[src/rtl/arb_rr_quantum.sv]
// Round-robin arbiter whose pointer skips idle requesters and caps each grant at a quantum.
// Define ARB_RR_WEIGHT_EN to take the per-requester quantum from the weight port.
module arb_rr_quantum #(
    parameter int REQ_NUM = 4,
    parameter int IDX_W   = (REQ_NUM > 1) ? $clog2(REQ_NUM) : 1,
    parameter int CNT_W   = 4,
    parameter int QUANTUM = 4
) (
    input  logic                     clk,
    input  logic                     rst_n,
    input  logic [REQ_NUM-1:0]       req,
    input  logic [REQ_NUM*CNT_W-1:0] weight,
    output logic [REQ_NUM-1:0]       grant,
    output logic [IDX_W-1:0]         grant_idx,
    output logic                     q_expire
);

    typedef enum logic {IDLE, GRANT} state_t;

    state_t               state, state_d;
    logic [IDX_W-1:0]     ptr, ptr_d;
    logic [CNT_W-1:0]     cnt, cnt_d;
    logic [REQ_NUM-1:0]   grant_d;
    logic [IDX_W-1:0]     idx_d;
    logic                 q_expire_d;

    logic                 found;
    logic [IDX_W-1:0]     sel;
    logic [IDX_W:0]       cand;
    logic [IDX_W-1:0]     ptr_after_sel;
    logic [CNT_W-1:0]     q_eff;

    // First requester at or after ptr, wrapping at REQ_NUM rather than 2^IDX_W.
    always_comb begin
        found = 1'b0;
        sel   = '0;
        cand  = '0;
        for (int k = 0; k < REQ_NUM; k++) begin
            cand = {1'b0, ptr} + (IDX_W+1)'(k);
            if (cand >= (IDX_W+1)'(REQ_NUM))
                cand = cand - (IDX_W+1)'(REQ_NUM);
            if (!found && req[cand[IDX_W-1:0]]) begin
                found = 1'b1;
                sel   = cand[IDX_W-1:0];
            end
        end
    end

    assign ptr_after_sel = (sel == IDX_W'(REQ_NUM-1)) ? '0 : sel + 1'b1;

`ifdef ARB_RR_WEIGHT_EN
    logic [CNT_W-1:0] w_sel;
    assign w_sel = weight[grant_idx*CNT_W +: CNT_W];
    assign q_eff = (w_sel == '0) ? CNT_W'(1) : w_sel;
`else
    logic unused_weight;
    assign unused_weight = ^weight;
    assign q_eff = CNT_W'(QUANTUM);
`endif

    always_comb begin
        state_d    = state;
        ptr_d      = ptr;
        cnt_d      = cnt;
        grant_d    = grant;
        idx_d      = grant_idx;
        q_expire_d = 1'b0;
        case (state)
            IDLE: begin
                grant_d = '0;
                if (found) begin
                    grant_d[sel] = 1'b1;
                    idx_d        = sel;
                    cnt_d        = CNT_W'(1);
                    ptr_d        = ptr_after_sel;
                    state_d      = GRANT;
                end
            end
            GRANT: begin
                // A voluntary drop wins over expiry when both land on the same edge.
                if (!req[grant_idx]) begin
                    grant_d = '0;
                    state_d = IDLE;
                end else if (cnt == q_eff) begin
                    grant_d    = '0;
                    q_expire_d = 1'b1;
                    state_d    = IDLE;
                end else begin
                    cnt_d = cnt + 1'b1;
                end
            end
            default: begin
                grant_d = '0;
                state_d = IDLE;
            end
        endcase
    end

    always_ff @(posedge clk or negedge rst_n) begin
        if (!rst_n) begin
            state     <= IDLE;
            ptr       <= '0;
            cnt       <= '0;
            grant     <= '0;
            grant_idx <= '0;
            q_expire  <= 1'b0;
        end else begin
            state     <= state_d;
            ptr       <= ptr_d;
            cnt       <= cnt_d;
            grant     <= grant_d;
            grant_idx <= idx_d;
            q_expire  <= q_expire_d;
        end
    end

endmodule
[config.mk]
export PLATFORM = sky130hd
export DESIGN_NAME = arb_rr_quantum
export DESIGN_NICKNAME = d
export VERILOG_FILES = /design/src/rtl/arb_rr_quantum.sv
export SDC_FILE = /design/constraint.sdc
export NUM_CORES = 1
export LEC_CHECK = 0
export BUFFER_PORTS_ARGS = -buffer_cell sky130_fd_sc_hd__buf_2
export CORE_UTILIZATION = 50
export DETAILED_ROUTE_END_ITERATION = 8
export GPL_ROUTABILITY_DRIVEN = 0
export PLACE_DENSITY = 0.9
export SLEW_MARGIN = 20
export SYNTH_ARGS = -nofsm -noshare
export SYNTH_HDL_FRONTEND = slang
export SYNTH_SLANG_ARGS = --single-unit
[constraint.sdc]
create_clock -name clk -period 4.4 [get_ports clk]
set_input_delay 1.1 -clock clk [delete_from_list [all_inputs] [get_ports clk]]
set_output_delay 1.1 -clock clk [all_outputs]
set_load 0.01 [all_outputs]
Word-level counts from Yosys, hierarchy flattened
Index checks and enable logic that the tools add are counted.

Output and inout port bits: 7. Latch bits: 0. Register bits after elaboration: 14. Bits in read-only memories: 0. RAM bits: 0. Memories: 0.

$mul: 0. Eq/ne operators: 6. Bitwise logic cells: 1. Divide/modulo/power cells: 0. $add $sub $neg: 9. Muxes and demuxes: 40. Order comparisons: 11. Shifts and indexed selects: 0. Reductions and logical operators: 9.

Operators with widths (count): 2-to-1 mux 4 bit (6); less-than comparator 2 x 3 -> 1 bit (second input constant) (6); 2-to-1 mux 2 bit (9); 2-to-1 mux 1 bit (16); one-hot mux 4 bit (2 select lines) (2); binary-select mux 1 bit (select 2 bit) (5); greater-or-equal comparator 3 bit (second input constant) (3); subtractor 2 x 1 -> 2 bit (second input constant) (4); adder 2 x 2 -> 3 bit (second input constant) (2); adder 4 x 1 -> 4 bit (second input constant) (1); == test 4 x 3 -> 1 bit (second input constant) (1); logical AND 1 bit (4); inequality test 2 bit (second input constant) (2); adder 2 x 1 -> 3 bit (second input constant) (1); greater-or-equal comparator 2 x 3 -> 1 bit (second input constant) (1); logical NOT 1 bit (3); inequality test 3 x 2 -> 1 bit (second input constant) (1); AND reduction 3 bit (1); adder 2 x 1 -> 2 bit (second input constant) (1); demux 1 bit (select 2 bit) (1); == test 2 bit (second input constant) (1); greater-or-equal comparator 2 x 1 -> 1 bit (second input constant) (1); inequality test 2 x 1 -> 1 bit (second input constant) (1); one-hot mux 1 bit (2 select lines) (1); 2 further kinds (2).

Longest topological paths before layout
Depth in word-level cells: 20. Depth in mapped cells: 6. Gate-level depth less buffers: 5.

Least setup slack after synthesis
Ideal clock, no wire load.

Path kind: in2reg. From: input req[3]. To: register grant[0]. Setup slack: 2.033 ns. Arrival time: 2.246 ns. Stages: 5. Data required time: 4.279 ns. Path buffers: 0. Path through: mux2i_1 > and2_1 > or4_1 > ha_1 > a22o_1.

Longest elaborated chain between the ends: 18. Elaborated cells between the ends (all ways): 33.

Ends and longest elaborated chain: start: declaration (RTL line 11) `input logic [REQ_NUM-1:0] req,`; binary-select mux 1 bit (select 2 bit) (RTL line 42) `if (!found && req[cand[IDX_W-1:0]]) begin`; 2-to-1 mux 1 bit (implied by the code) (RTL line 42); 2-to-1 mux 1 bit (RTL line 42); logical NOT 1 bit (RTL line 42); logical AND 1 bit (RTL line 42); 2-to-1 mux 1 bit (RTL line 42); logical NOT 1 bit (RTL line 42); logical AND 1 bit (RTL line 42); [... 2 more ...]; logical AND 1 bit (RTL line 42); 2-to-1 mux 2 bit (RTL line 42); less-than comparator 2 x 3 -> 1 bit (implied by the code) or greater-or-equal comparator 2 x 1 -> 1 bit (tied branches) (RTL line 72) `grant_d[sel] = 1'b1;`; logical AND 1 bit (implied by the code) (RTL line 72); 2-to-1 mux 1 bit (implied by the code) (RTL line 72); demux 1 bit (select 2 bit) (RTL line 72); 2-to-1 mux 4 bit (RTL line 71) `if (found) begin`; one-hot mux 4 bit (2 select lines) (RTL line 68) `case (state)`; end signal: assignment (RTL line 111) `grant <= grant_d;`; end: declaration (RTL line 13) `output logic [REQ_NUM-1:0] grant,`.

Several ways; a longest one is shown, not always the timed one. The select of a mux whose other input is x is not followed. A chain may end at the register's enable or synchronous reset.

Worst setup path in the final report
From: input req[3]. To: register grant[2].

The elaborated chain is that of the path after synthesis.

==> qor.yml <==
sta:
  slew_violations: 0
  rsz0062_at_grt: "no"
  fin_ws_ns: 2.06
  skew_ns: 0.00395
  post-route-period-util_pct: 53.2
  finalHoldViolations: 0
  max_freq_ghz: 0.427
  holdWs_ns: 0.508
  final.setup.tns_ns: 0
  tightest_slew_ns: 0.467
  slew_headroom_pct: 68.8
  setup_violations: 0
  period_minus_slack_ns: 2.34
cts:
  cts-htree-levels: 1
  postCtsSetupRepairBufs: 0
  cts-root-buf: "clkbuf_4"
  clock-sinks: 14
  ctsLongestPathBuffers: 2
  cts_resized: 0
  cts_hold_buf: 0
  path_clk_slew_ns: 0.08
  cts_inserted_buffers: 3
  clk_latency_ns: 0.29
  tritoncts: "yes"
yosys:
  ys_seq_elements: 14
  ys.flop_type: "dfrtp_1"
  syn_area_um2: 831
  yosysWarnings: 0
  netlist.area_leader.share_pct: 42.2
  synth-async-reset-ratio_pct: 100
  syn_inst: 76
  syn_area_per_cell_um2: 10.9
  synth_nets: 104
  synth-edff-count: 0
  ys_seq_area_share_pct: 42.2
  yosys.cell_types.count: 36
  netlist_top_cells_area: "dfrtp_1, ha_1, a22o_1"
  yosysTopAreaCell: "dfrtp_1"
setup_path:
  path_max_fanout: 6
  critPathKind: "primary input to flip-flop"
  reg2reg_depth: 5
  endpoint_kind: "flip-flop"
  slowest_stage: "or4_1"
  start_kind: "primary input"
  crit_required_ns: 4.59
  path_buf_inv: 1
  path_depth: 6
  critPathArrivalTime_ns: 2.53
  cp_top_family: "simple AND/OR/NAND/NOR gates"
  cp_cell_sequence: "buf_2 -> mux2i_1 -> and2_1 -> or4_1 -> ha_1 -> a22o_1"
  crit_path_max_incr_delay_ns: 0.57
worst_hold_path:
  whs_path_depth: 1
  hp-class: "flip-flop to flip-flop"
drt:
  num_vias: 648
  drc_errors: 0
  dr.pass1.iters: 4
  avgViaCountPerCell: 6.11
  wire_per_inst_um: 14.7
  wirelength_um: 1560
  drt_iter0_markers: 10
  antenna_left: 0
power_and_ir_drop:
  power_density_nw_per_um2: 659
  max-vdd-ir-drop_mv: 0.324
  leakagePower_uw: 0.000447
status:
  status: "finished clean"
floorplanning:
  core-area_um2: 1520
  ios: 29
  start_util_pct: 54.5
  die_x_um: 42.8
  rows: 14
  dieArea_um2: 1830
  die_y_um: 42.8
final_layout:
  finalNetCount: 119
  fillers: 139
  layoutNonFillerInstCount: 106
  antenna_cells: 0
  area_delta_synth_final_pct: 12.2
  drive_above_1_share_pct: 24.4
global_routing:
  grt_pass1_wl_um: 2700
  antenna_found_initial: 0
  gr-total-overflow: 0
  grt_max_degree: 15
  grt_use_total_pct: 20.2
  grt_pass1_vias: 625
placed_design:
  dpl.hpwl_um: 1140
  io_buffer_count: 12
  dp.cells: 102
  place_ws_ns: 1.77
run:
  drv_cap: 0
[registers in the layout (all words and copies together) (netlist names)]
register	cells
cnt	4
grant	4
grant_idx	2
ptr	2
q_expire	1
state	1
[layer usage]
layer / vias up / wire [um] / track usage [%]
met4: 0 / 14 / 8.13
met1: 318 / 737 / 26.4
li1: 317 / - / -
met3: 2 / 57 / 8.09
met2: 11 / 745 / 29.7
met5: - / 0 / 0
[final timing paths]
| check | startpoint | to | slack (ns) |
|---|---|---|---|
| min reg2reg | grant[3]$_DFFE_PN0P_ | grant[3]$_DFFE_PN0P_ | 0.51 |
| min in group asynchronous | rst_n | q_expire$_DFF_PN0_ | 0.69 |
| max reg2reg | ptr[1]$_DFFE_PN0P_ | grant[2]$_DFFE_PN0P_ | 2.53 |
| min | grant[3]$_DFFE_PN0P_ | grant[3]$_DFFE_PN0P_ | 0.51 |
| max | req[3] | grant[2]$_DFFE_PN0P_ | 2.06 |
| max in group asynchronous | rst_n | grant[3]$_DFFE_PN0P_ | 3.47 |
[layout by cell type (no fill, tap or decap), types with 3 or more instances in the layout]
master,n
inv_1,3
buf_2,12
clkbuf_4,3
nand2_1,4
dfrtp_1,14
a22o_1,4
a21oi_1,5
nor2_1,5
ha_1,6
[cells in the mapped netlist, types with 2 or more instances]
cell	instances
dfrtp_1	14
ha_1	6
a21oi_1	5
nor2_1	5
a22o_1	4
nand2_1	4
inv_1	3
and3_1	2
mux2i_1	2
nand2b_1	2
nor3b_1	2
o21ai_0	2
or4_1	2
[power breakdown]
group	internal, uW	switching (uW)	leakage, uW
Clock	50.5	43.3	0.0000210
Combinational	136	140	0.000249
Sequential	184	60.7	0.000177
[cell families after synthesis]
logic type	after synthesis	synth area share [%]
adders and majority gates	6	9.04
muxes	4	6.48
AOI/OAI and AO/OA	18	16.3
buffers and inverters	5	3.16
and+or+nand+nor	29	22.9
DFF	14	42.2
[stage by stage]
stage	total power, uW	utilization, %	area [um^2]
CTS	621	61.2	932
global placement	509	58.8	896
floorplan	453	-	831
finish	615	61.2	932
global route	664	61.2	932
detailed placement	522	58.8	896
[final cells by class]
class | count | area, um^2 | area share, %
clock buffer | 4 | 36.3 | 3.89
inverter | 3 | 11.3 | 1.21
multi-input combinational | 57 | 454 | 48.7
sequential | 14 | 350 | 37.6
tap | 16 | 20.0 | 2.15
timing repair buffer | 12 | 60.1 | 6.44
Note: power is estimated with default switching activity, not from simulation.
